<file path="src/rtl/cchw_pkg.sv">
// Shared colour types for the visualiser path: packed RGB pixel and the six
// hue sectors of the HSV colour wheel.
package cchw_pkg;

  localparam int CCHW_C      = 8;
  localparam int HUE_SECTORS = 6;

  typedef struct packed {
    logic [CCHW_C-1:0] r;
    logic [CCHW_C-1:0] g;
    logic [CCHW_C-1:0] b;
  } rgb_t;

  typedef enum logic [2:0] {
    SEC_R_Y = 3'd0,
    SEC_Y_G = 3'd1,
    SEC_G_C = 3'd2,
    SEC_C_B = 3'd3,
    SEC_B_M = 3'd4,
    SEC_M_R = 3'd5
  } hue_sector_e;

endpackage

</file>
<file path="src/rtl/hue_sector_mux.sv">
// Combinational HSV-to-RGB sector selection (saturation fixed at 1).
module hue_sector_mux
  import cchw_pkg::*;
(
  input  hue_sector_e         i_sector,
  input  logic [CCHW_C-1:0]   i_v,
  input  logic [CCHW_C-1:0]   i_q,
  input  logic [CCHW_C-1:0]   i_t,
  output rgb_t                o_rgb
);

  always_comb begin
    o_rgb = '0;
    // Codes 6 and 7 cannot come out of hue*6 and fall through to black.
    if (int'(i_sector) < HUE_SECTORS) begin
      case (i_sector)
        SEC_R_Y: o_rgb = '{r: i_v,  g: i_t,  b: '0 };
        SEC_Y_G: o_rgb = '{r: i_q,  g: i_v,  b: '0 };
        SEC_G_C: o_rgb = '{r: '0,   g: i_v,  b: i_t};
        SEC_C_B: o_rgb = '{r: '0,   g: i_q,  b: i_v};
        SEC_B_M: o_rgb = '{r: i_t,  g: '0,   b: i_v};
        SEC_M_R: o_rgb = '{r: i_v,  g: '0,   b: i_q};
        default: o_rgb = '0;
      endcase
    end
  end

endmodule

</file>
<file path="src/rtl/hue_to_rgb.sv">
// Three-stage hue/amplitude to packed RGB converter with downstream back-pressure.
// Optional square-law amplitude when HUE_TO_RGB_GAMMA_EN is defined.
module hue_to_rgb
  import cchw_pkg::*;
#(
  parameter int D = 10,
  parameter int C = CCHW_C
) (
  input  logic           clk,
  input  logic           rst,
  input  logic [D-1:0]   hue_i,
  input  logic [D-1:0]   value_i,
  input  logic           start,
  output logic           ready_o,
  input  logic           ready_i,
  output logic [3*C-1:0] rgb_o,
  output logic           data_v
);

  logic           w_stall;
  logic [D+2:0]   w_h6;
  logic [C-1:0]   w_v_lin;
  logic [C-1:0]   w_v0;
  logic           w_unused_lsbs;
  logic [C+D-1:0] w_q_prod;
  logic [C+D-1:0] w_t_prod;
  rgb_t           w_rgb;

  logic           r_valid0;
  hue_sector_e    r_sector0;
  logic [D-1:0]   r_f0;
  logic [C-1:0]   r_val0;

  logic           r_valid1;
  hue_sector_e    r_sector1;
  logic [C-1:0]   r_q1;
  logic [C-1:0]   r_t1;
  logic [C-1:0]   r_val1;

  assign w_stall = data_v & ~ready_i;
  assign ready_o = ~w_stall;

  assign w_h6          = {3'b000, hue_i} * (D+3)'(6);
  assign w_v_lin       = value_i[D-1:D-C];
  assign w_unused_lsbs = ^value_i[D-C-1:0];

`ifdef HUE_TO_RGB_GAMMA_EN
  logic [2*C-1:0] w_v_sq;
  assign w_v_sq = {{C{1'b0}}, w_v_lin} * {{C{1'b0}}, w_v_lin};
  assign w_v0   = C'(w_v_sq >> C);
`else
  assign w_v0   = w_v_lin;
`endif

  // ~f is exactly (2^D-1-f) for a D-bit f.
  assign w_q_prod = {{D{1'b0}}, r_val0} * {{C{1'b0}}, ~r_f0};
  assign w_t_prod = {{D{1'b0}}, r_val0} * {{C{1'b0}}, r_f0};

  hue_sector_mux u_mux (
    .i_sector (r_sector1),
    .i_v      (r_val1),
    .i_q      (r_q1),
    .i_t      (r_t1),
    .o_rgb    (w_rgb)
  );

  always_ff @(posedge clk) begin
    if (rst) begin
      r_valid0 <= 1'b0;
      r_valid1 <= 1'b0;
      data_v   <= 1'b0;
      rgb_o    <= '0;
    end else if (!w_stall) begin
      r_valid0 <= start;
      r_valid1 <= r_valid0;
      data_v   <= r_valid1;
      if (r_valid1) begin
        rgb_o <= w_rgb;
      end
    end
  end

  // Data path carries no reset; the valid bits qualify it.
  always_ff @(posedge clk) begin
    if (!w_stall) begin
      r_sector0 <= hue_sector_e'(w_h6[D+2:D]);
      r_f0      <= w_h6[D-1:0];
      r_val0    <= w_v0;
      r_sector1 <= r_sector0;
      r_q1      <= C'(w_q_prod >> D);
      r_t1      <= C'(w_t_prod >> D);
      r_val1    <= r_val0;
    end
  end

endmodule

</file>
<file path="config.mk">
export PLATFORM = sky130hd
export DESIGN_NAME = hue_to_rgb
export DESIGN_NICKNAME = d
export VERILOG_FILES = /design/src/rtl/cchw_pkg.sv /design/src/rtl/hue_sector_mux.sv /design/src/rtl/hue_to_rgb.sv
export SDC_FILE = /design/constraint.sdc
export NUM_CORES = 1
export LEC_CHECK = 0
export CORE_AREA = 2 2 153 185
export DETAILED_ROUTE_END_ITERATION = 10
export DIE_AREA = 0 0 155 187
export MAX_ROUTING_LAYER = met4
export PLACE_DENSITY = 0.52
export SYNTH_ARGS = -nofsm -noshare
export SYNTH_HDL_FRONTEND = slang
export SYNTH_SLANG_ARGS = --single-unit
</file>
<file path="constraint.sdc">
create_clock -name clk -period 5.7 [get_ports clk]
set_input_delay 1.71 -clock clk [delete_from_list [all_inputs] [get_ports clk]]
set_output_delay 1.71 -clock clk [all_outputs]
set_load 0.02 [all_outputs]
</file>
After elaboration in Yosys (flattened, before gate mapping) --
Index checks and enable logic that the tools add are counted.
Word-level totals: register bits 74, bits of input ports 24, output and inout bits 26, word-level logic and storage cells 28
Operators by class: multiply operators 3, order comparisons 1, equality and inequality tests 5, muxes and demuxes 2, bitwise gates (word level) 4, reductions and logical operators 2
Operator list (number):
- case mux 24 bit (6 select lines) | 1
- two-way mux 24 bit | 1
- multiplier 8 x 10 -> 18 bit | 1
- multiplier 8 x 9 -> 17 bit | 1
- multiplier 10 x 2 -> 12 bit, second input constant | 1
- inverter 10 bit | 1
- == test 3 x 2 -> 1 bit, second input constant | 2
- == test 3 bit, second input constant | 2
- == test 3 x 1 -> 1 bit, second input constant | 1
- logical NOT 3 bit | 1
- < comparator 3 bit, second input constant | 1
- inverter 1 bit | 2
- AND reduction 2 bit | 1
- bitwise AND 1 bit | 1

Logic depth before layout (Yosys ltp) --
depth in word-level cells 4, gate-level depth with buffers 16

Cells and area by module --
A second synthesis with hierarchy kept.
Second synthesis, totals: cell total of the unflattened synthesis 781, area, all modules 7768.7 µm²
By module, submodules not included:
- hue_to_rgb | times used 1, cells an instance 710, area each 7178.1 µm², seq. area each 1951.9 µm²
- hue_sector_mux | times used 1, cells an instance 71, area each 590.6 µm², seq. area each 0.0 µm²

Worst setup path before layout --
No wires, ideal clock.
path type input to output, from input ready_i, to output ready_o, arrival time 3.394 ns, path slack 0.596 ns, stages on the path 2, buffers on the path 1, cell sequence nand2b_1 -> clkbuf_1
Between the ends: longest elaborated chain between the ends 3
RTL lines:
- start, declared | RTL line hue_to_rgb.sv:15 | input logic ready_i,
- inverter 1 bit | RTL line hue_to_rgb.sv:40 | assign w_stall = data_v & ~ready_i;
- bitwise AND 1 bit | RTL line hue_to_rgb.sv:40
- inverter 1 bit (no source line)
- end, declared | RTL line hue_to_rgb.sv:14 | output logic ready_o,
No other way between the ends.

Worst setup path in the final report --
from register r_val0[5], to register r_q1[4] (data pin)
Between the ends: longest elaborated chain between the ends 1
RTL lines:
- start, declared | RTL line hue_to_rgb.sv:32 | logic [C-1:0] r_val0;
- start signal, assigned | RTL line hue_to_rgb.sv:88 | r_val0 <= w_v0;
- multiplier 8 x 10 -> 18 bit | RTL line hue_to_rgb.sv:56 | assign w_q_prod = {{D{1'b0}}, r_val0} * {{C{1'b0}}, ~r_f0};
- named net w_q_prod[14] | RTL line hue_to_rgb.sv:25 | logic [C+D-1:0] w_q_prod;
- end signal, assigned | RTL line hue_to_rgb.sv:90 | r_q1 <= C'(w_q_prod >> D);
- end, declared | RTL line hue_to_rgb.sv:36 | logic [C-1:0] r_q1;
The timed path passes the listed nets, and every way through them passes these cells. A chain may end at the register's enable or synchronous reset.

==> run_summary.xml <==
<?xml version="1.0" encoding="UTF-8"?>
<metrics>
  <group name="outcome">
    <metric name="outcome" unit="">finished clean</metric>
  </group>
  <group name="placement">
    <metric name="numPlacedInstances" unit="">1144</metric>
    <metric name="place.port_buffers" unit="">47</metric>
    <metric name="gp_congestion" unit="">0.7657</metric>
    <metric name="dp.final_hpwl" unit="mm">13.51</metric>
    <metric name="preCtsSetupSlack" unit="ps">636.6</metric>
  </group>
  <group name="worst_setup_path">
    <metric name="worstPathArrival" unit="ps">5160</metric>
    <metric name="crit_path_max_fo" unit="">12</metric>
    <metric name="crit_required" unit="ps">5770</metric>
    <metric name="timing.rr.end" unit="">r_q1[4]$_DFFE_PN_</metric>
    <metric name="rrSetupSlack" unit="ps">610</metric>
    <metric name="worst_r2r_path_depth" unit="">13</metric>
    <metric name="endpoint_kind" unit="">register</metric>
    <metric name="timing_worst_setup_path_type" unit="">reg2reg</metric>
    <metric name="critical_register_to_register_path_startpoint" unit="">r_val0[5]$_DFFE_PN_</metric>
    <metric name="critPathLaunchType" unit="">register</metric>
  </group>
  <group name="global_routing">
    <metric name="grt_pass1_wl" unit="mm">29.23</metric>
    <metric name="number_of_antenna_violations_at_the_first_check_in_global_routing" unit="">0</metric>
    <metric name="grt.overflow.total" unit="">0</metric>
    <metric name="grt_pass1_vias" unit="">5737</metric>
    <metric name="grt_util_all_layers" unit="%">12.88</metric>
    <metric name="grt_max_degree" unit="">54</metric>
  </group>
  <group name="routing">
    <metric name="drt_iter0_markers" unit="">185</metric>
    <metric name="vias_per_cell" unit="">4.655</metric>
    <metric name="post-route-drc-count" unit="">0</metric>
    <metric name="post_drt_wl_per_cell" unit="µm">14.74</metric>
    <metric name="detail_route.first_pass.iterations" unit="">4</metric>
    <metric name="via_count" unit="">5400</metric>
    <metric name="detail_route.wirelength" unit="mm">17.09</metric>
    <metric name="ant_nets" unit="">0</metric>
  </group>
  <group name="synthesis">
    <metric name="synth-warning-count" unit="">0</metric>
    <metric name="count_of_mapped_cells_out_of_synthesis" unit="">765</metric>
    <metric name="synth.yosys.seq_area_share" unit="%">24.98</metric>
    <metric name="synth_nets" unit="">958</metric>
    <metric name="synth.top_cell.area_share" unit="%">22.80</metric>
    <metric name="synth_enable_flop_cells" unit="">47</metric>
    <metric name="most_used_flip_flop_cell_after_synthesis" unit="">sky130_fd_sc_hd__edfxtp_1</metric>
    <metric name="netlist-cell-type-count" unit="">49</metric>
    <metric name="synth.area.top_cells" unit="">sky130_fd_sc_hd__fa_1 (23%), sky130_fd_sc_hd__edfxtp_1 (18%), sky130_fd_sc_hd__ha_1 (13%)</metric>
    <metric name="yosys_register_bits" unit="">74</metric>
    <metric name="yosysTopAreaCell" unit="">sky130_fd_sc_hd__fa_1</metric>
    <metric name="async_flop_share" unit="%">0</metric>
    <metric name="syn-cell-area" unit="µm²">7814</metric>
    <metric name="synthesis.area_per_instance" unit="µm²">10.21</metric>
  </group>
  <group name="floorplan">
    <metric name="pin_count" unit="">50</metric>
    <metric name="placement_rows" unit="">67</metric>
    <metric name="dieWidth" unit="µm">155</metric>
    <metric name="chip_height" unit="µm">187</metric>
    <metric name="floorplan.die_area" unit="µm²">28990</metric>
    <metric name="placeableCoreArea" unit="µm²">27410</metric>
    <metric name="initial_core_util" unit="%">28.50</metric>
  </group>
  <group name="clock_tree">
    <metric name="clk_latency" unit="ps">350</metric>
    <metric name="clock_tree.buffer_depth" unit="">2</metric>
    <metric name="tritoncts" unit="">built</metric>
    <metric name="tritoncts.num_buffers" unit="">9</metric>
    <metric name="ctsResizeCount" unit="">0</metric>
    <metric name="cts_hold_buffers" unit="">0</metric>
    <metric name="h-tree-depth" unit="">3</metric>
    <metric name="clkSinkCount" unit="">74</metric>
    <metric name="cts.repair_timing.setup_buffer_count" unit="">0</metric>
    <metric name="clkTransAtPathRegs" unit="ps">70</metric>
    <metric name="clock_tree.root_cell" unit="">sky130_fd_sc_hd__clkbuf_16</metric>
  </group>
  <group name="layout">
    <metric name="syn_to_final_growth" unit="%">15.20</metric>
    <metric name="fin_nets" unit="">1003</metric>
    <metric name="fraction_of_layout_instances_using_a_drive_strength_above_1" unit="%">8.466</metric>
    <metric name="layout.filler_cells" unit="">2783</metric>
    <metric name="number_of_diodes_added_for_antenna_fixing" unit="">0</metric>
    <metric name="instances_no_fill" unit="">1160</metric>
    <metric name="finalCoreUtilization" unit="%">32.84</metric>
  </group>
  <group name="worst_hold_path">
    <metric name="hold_class" unit="">reg2reg</metric>
    <metric name="min-delay-start" unit="">r_sector0[2]$_DFFE_PN_</metric>
    <metric name="holdPathEnd" unit="">r_sector1[2]$_DFFE_PN_</metric>
    <metric name="min_delay_path_depth" unit="">0</metric>
  </group>
  <group name="sta">
    <metric name="final.min_clock_period" unit="ps">5094</metric>
    <metric name="post-route-worst-setup-slack" unit="ps">606.4</metric>
    <metric name="worst_max_slew_margin_expressed_relative_to_the_limit" unit="%">33.59</metric>
    <metric name="worstMarginPinSlew" unit="ps">993.0</metric>
    <metric name="final_min_period_over_clock_period" unit="%">89.36</metric>
    <metric name="fin_tns_setup" unit="ps">0</metric>
    <metric name="hold_violations" unit="">0</metric>
    <metric name="timing.final.setup_violations" unit="">0</metric>
    <metric name="timing.clock.skew" unit="ps">15.58</metric>
    <metric name="grt_setup_unrepaired" unit="">no</metric>
    <metric name="timing_max_transition_violations_final" unit="">0</metric>
    <metric name="clock.fmax" unit="MHz">196.3</metric>
  </group>
  <group name="power">
    <metric name="power.sequential.fraction" unit="%">18.6</metric>
    <metric name="totalPowerFinal" unit="mW">4.849</metric>
    <metric name="clock_power_share" unit="%">11.0</metric>
    <metric name="switching_power_share_of_the_total" unit="%">47.21</metric>
    <metric name="power.static_leakage" unit="nW">4.061</metric>
    <metric name="vdd.ir_drop.worst" unit="µV">262.2</metric>
    <metric name="power-per-cell-area" unit="nW/µm²">538.7</metric>
    <metric name="net-switching-power" unit="mW">2.289</metric>
    <metric name="power.combinational.fraction" unit="%">70.4</metric>
    <metric name="p_int" unit="mW">2.560</metric>
  </group>
  <group name="flow_run">
    <metric name="cap_viol_max_count" unit="">0</metric>
  </group>
</metrics>
flip-flops by register name, indices dropped and copies added (netlist names), 3 cells and up:
register / flops
r_val1: 8
r_t1: 8
r_val0: 8
r_sector0: 3
r_f0: 9
r_q1: 8
r_sector1: 3
rgb_o: 24
area by class of cell:
type                    instances  area (µm²)  area share (%)
inverters                     120       450.4           5.004
multi-input cells             541        5300           58.88
flip-flops and latches         74        1952           21.68
repair buffers                 64       598.1           6.644
clock buffers                  10       229.0           2.544
well taps                     345       431.7           4.796
clock inverters                 6       40.04          0.4448
worst max-delay path, cell delays in order, from the launching register on:
cell and delay [ps]:
sky130_fd_sc_hd__edfxtp_1 660, sky130_fd_sc_hd__nor2b_1 220, sky130_fd_sc_hd__fa_1 470, sky130_fd_sc_hd__fa_1 540, sky130_fd_sc_hd__fa_1 550, sky130_fd_sc_hd__inv_1 50, sky130_fd_sc_hd__fa_1 520, sky130_fd_sc_hd__inv_1 40
sky130_fd_sc_hd__ha_1 350, sky130_fd_sc_hd__a21o_1 190, sky130_fd_sc_hd__a221oi_1 430, sky130_fd_sc_hd__o41ai_4 240, sky130_fd_sc_hd__a311oi_1 350, sky130_fd_sc_hd__o21ai_0 180
synth_stat cells (6+ instances only):
| library cell | instances |
|---|---|
| sky130_fd_sc_hd__edfxtp_1 | 47 |
| sky130_fd_sc_hd__nor3_1 | 14 |
| sky130_fd_sc_hd__and2_1 | 56 |
| sky130_fd_sc_hd__nor2_1 | 32 |
| sky130_fd_sc_hd__nand2_1 | 25 |
| sky130_fd_sc_hd__a21o_1 | 7 |
| sky130_fd_sc_hd__nand2b_1 | 9 |
| sky130_fd_sc_hd__ha_1 | 80 |
| sky130_fd_sc_hd__xnor2_1 | 12 |
| sky130_fd_sc_hd__mux2_2 | 32 |
| sky130_fd_sc_hd__inv_1 | 120 |
| sky130_fd_sc_hd__nor2b_1 | 68 |
| sky130_fd_sc_hd__a221oi_1 | 10 |
| sky130_fd_sc_hd__fa_1 | 89 |
| sky130_fd_sc_hd__o21ai_0 | 13 |
| sky130_fd_sc_hd__o21a_1 | 6 |
| sky130_fd_sc_hd__a22oi_1 | 16 |
| sky130_fd_sc_hd__clkbuf_1 | 28 |
| sky130_fd_sc_hd__dfxtp_1 | 27 |
| sky130_fd_sc_hd__a21oi_1 | 16 |
| sky130_fd_sc_hd__xor2_1 | 9 |
placed cells by master, fill, tap and decap left out, types with 10 or more instances in the layout:
master / n
sky130_fd_sc_hd__a21oi_1: 16
sky130_fd_sc_hd__nand2_1: 25
sky130_fd_sc_hd__o21ai_0: 13
sky130_fd_sc_hd__a22oi_1: 16
sky130_fd_sc_hd__dfxtp_1: 27
sky130_fd_sc_hd__buf_4: 17
sky130_fd_sc_hd__clkdlybuf4s50_1: 47
sky130_fd_sc_hd__fa_1: 89
sky130_fd_sc_hd__nor2_1: 32
sky130_fd_sc_hd__edfxtp_1: 47
sky130_fd_sc_hd__a221oi_1: 10
sky130_fd_sc_hd__xnor2_1: 12
sky130_fd_sc_hd__nor3_1: 14
sky130_fd_sc_hd__inv_1: 120
sky130_fd_sc_hd__ha_1: 80
sky130_fd_sc_hd__mux2_2: 32
sky130_fd_sc_hd__nor2b_1: 68
sky130_fd_sc_hd__and2_1: 56
logic make-up (layout without fill, tap and decap cells):
group	Yosys count	after routing	share of synthesized area, %
AOI/OAI and AO/OA	96	96	9.144
adders and majority gates	169	169	35.61
buffers and inverters	150	200	7.222
DFF	74	74	24.98
and+or+nand+nor	221	221	15.82
muxes	34	34	4.868
xor gates and xnor gates	21	21	2.354
worst max path at each step:
stage | start | end | slack, ps | cells past startpoint
global route | r_val0[5]$_DFFE_PN_ | r_q1[6]$_DFFE_PN_ | 350 | 13
detailed placement | r_val0[5]$_DFFE_PN_ | r_q1[4]$_DFFE_PN_ | 640 | 13
global placement | r_val0[5]$_DFFE_PN_ | r_q1[4]$_DFFE_PN_ | 610 | 13
CTS | r_val0[5]$_DFFE_PN_ | r_q1[4]$_DFFE_PN_ | 610 | 13
floorplan | ready_i | ready_o | 600 | 2
finish | r_val0[5]$_DFFE_PN_ | r_q1[4]$_DFFE_PN_ | 610 | 13
power groups by stage:
stage	registers [mW]	clock network (mW)	logic [mW]
3_5_place_dp	0.912	0	3.44
5_1_grt	0.910	0.574	3.94
6_report	0.900	0.533	3.42
3_3_place_gp	0.911	0	3.43
4_1_cts	0.901	0.554	3.46
2_1_floorplan	0.863	0	2.59
metrics by stage:
stage | area (µm²) | hold WS (ps)
after floorplan | 7814 | 400.3
after global placement | 8732 | 404.8
after detailed placement | 8732 | 408.9
after CTS | 9001 | 422.7
after global routing | 9001 | 428.1
final | 9001 | 420.0
layer usage:
metal / global-route usage, % / routed length (µm) / vias up
met5: - / 0 / -
met4: 2.849 / 136 / 0
met3: 1.552 / 350 / 11
met2: 22.48 / 8745 / 59
met1: 15.95 / 7860 / 2709
li1: - / - / 2621
Note: power is estimated with default switching activity, not from simulation.
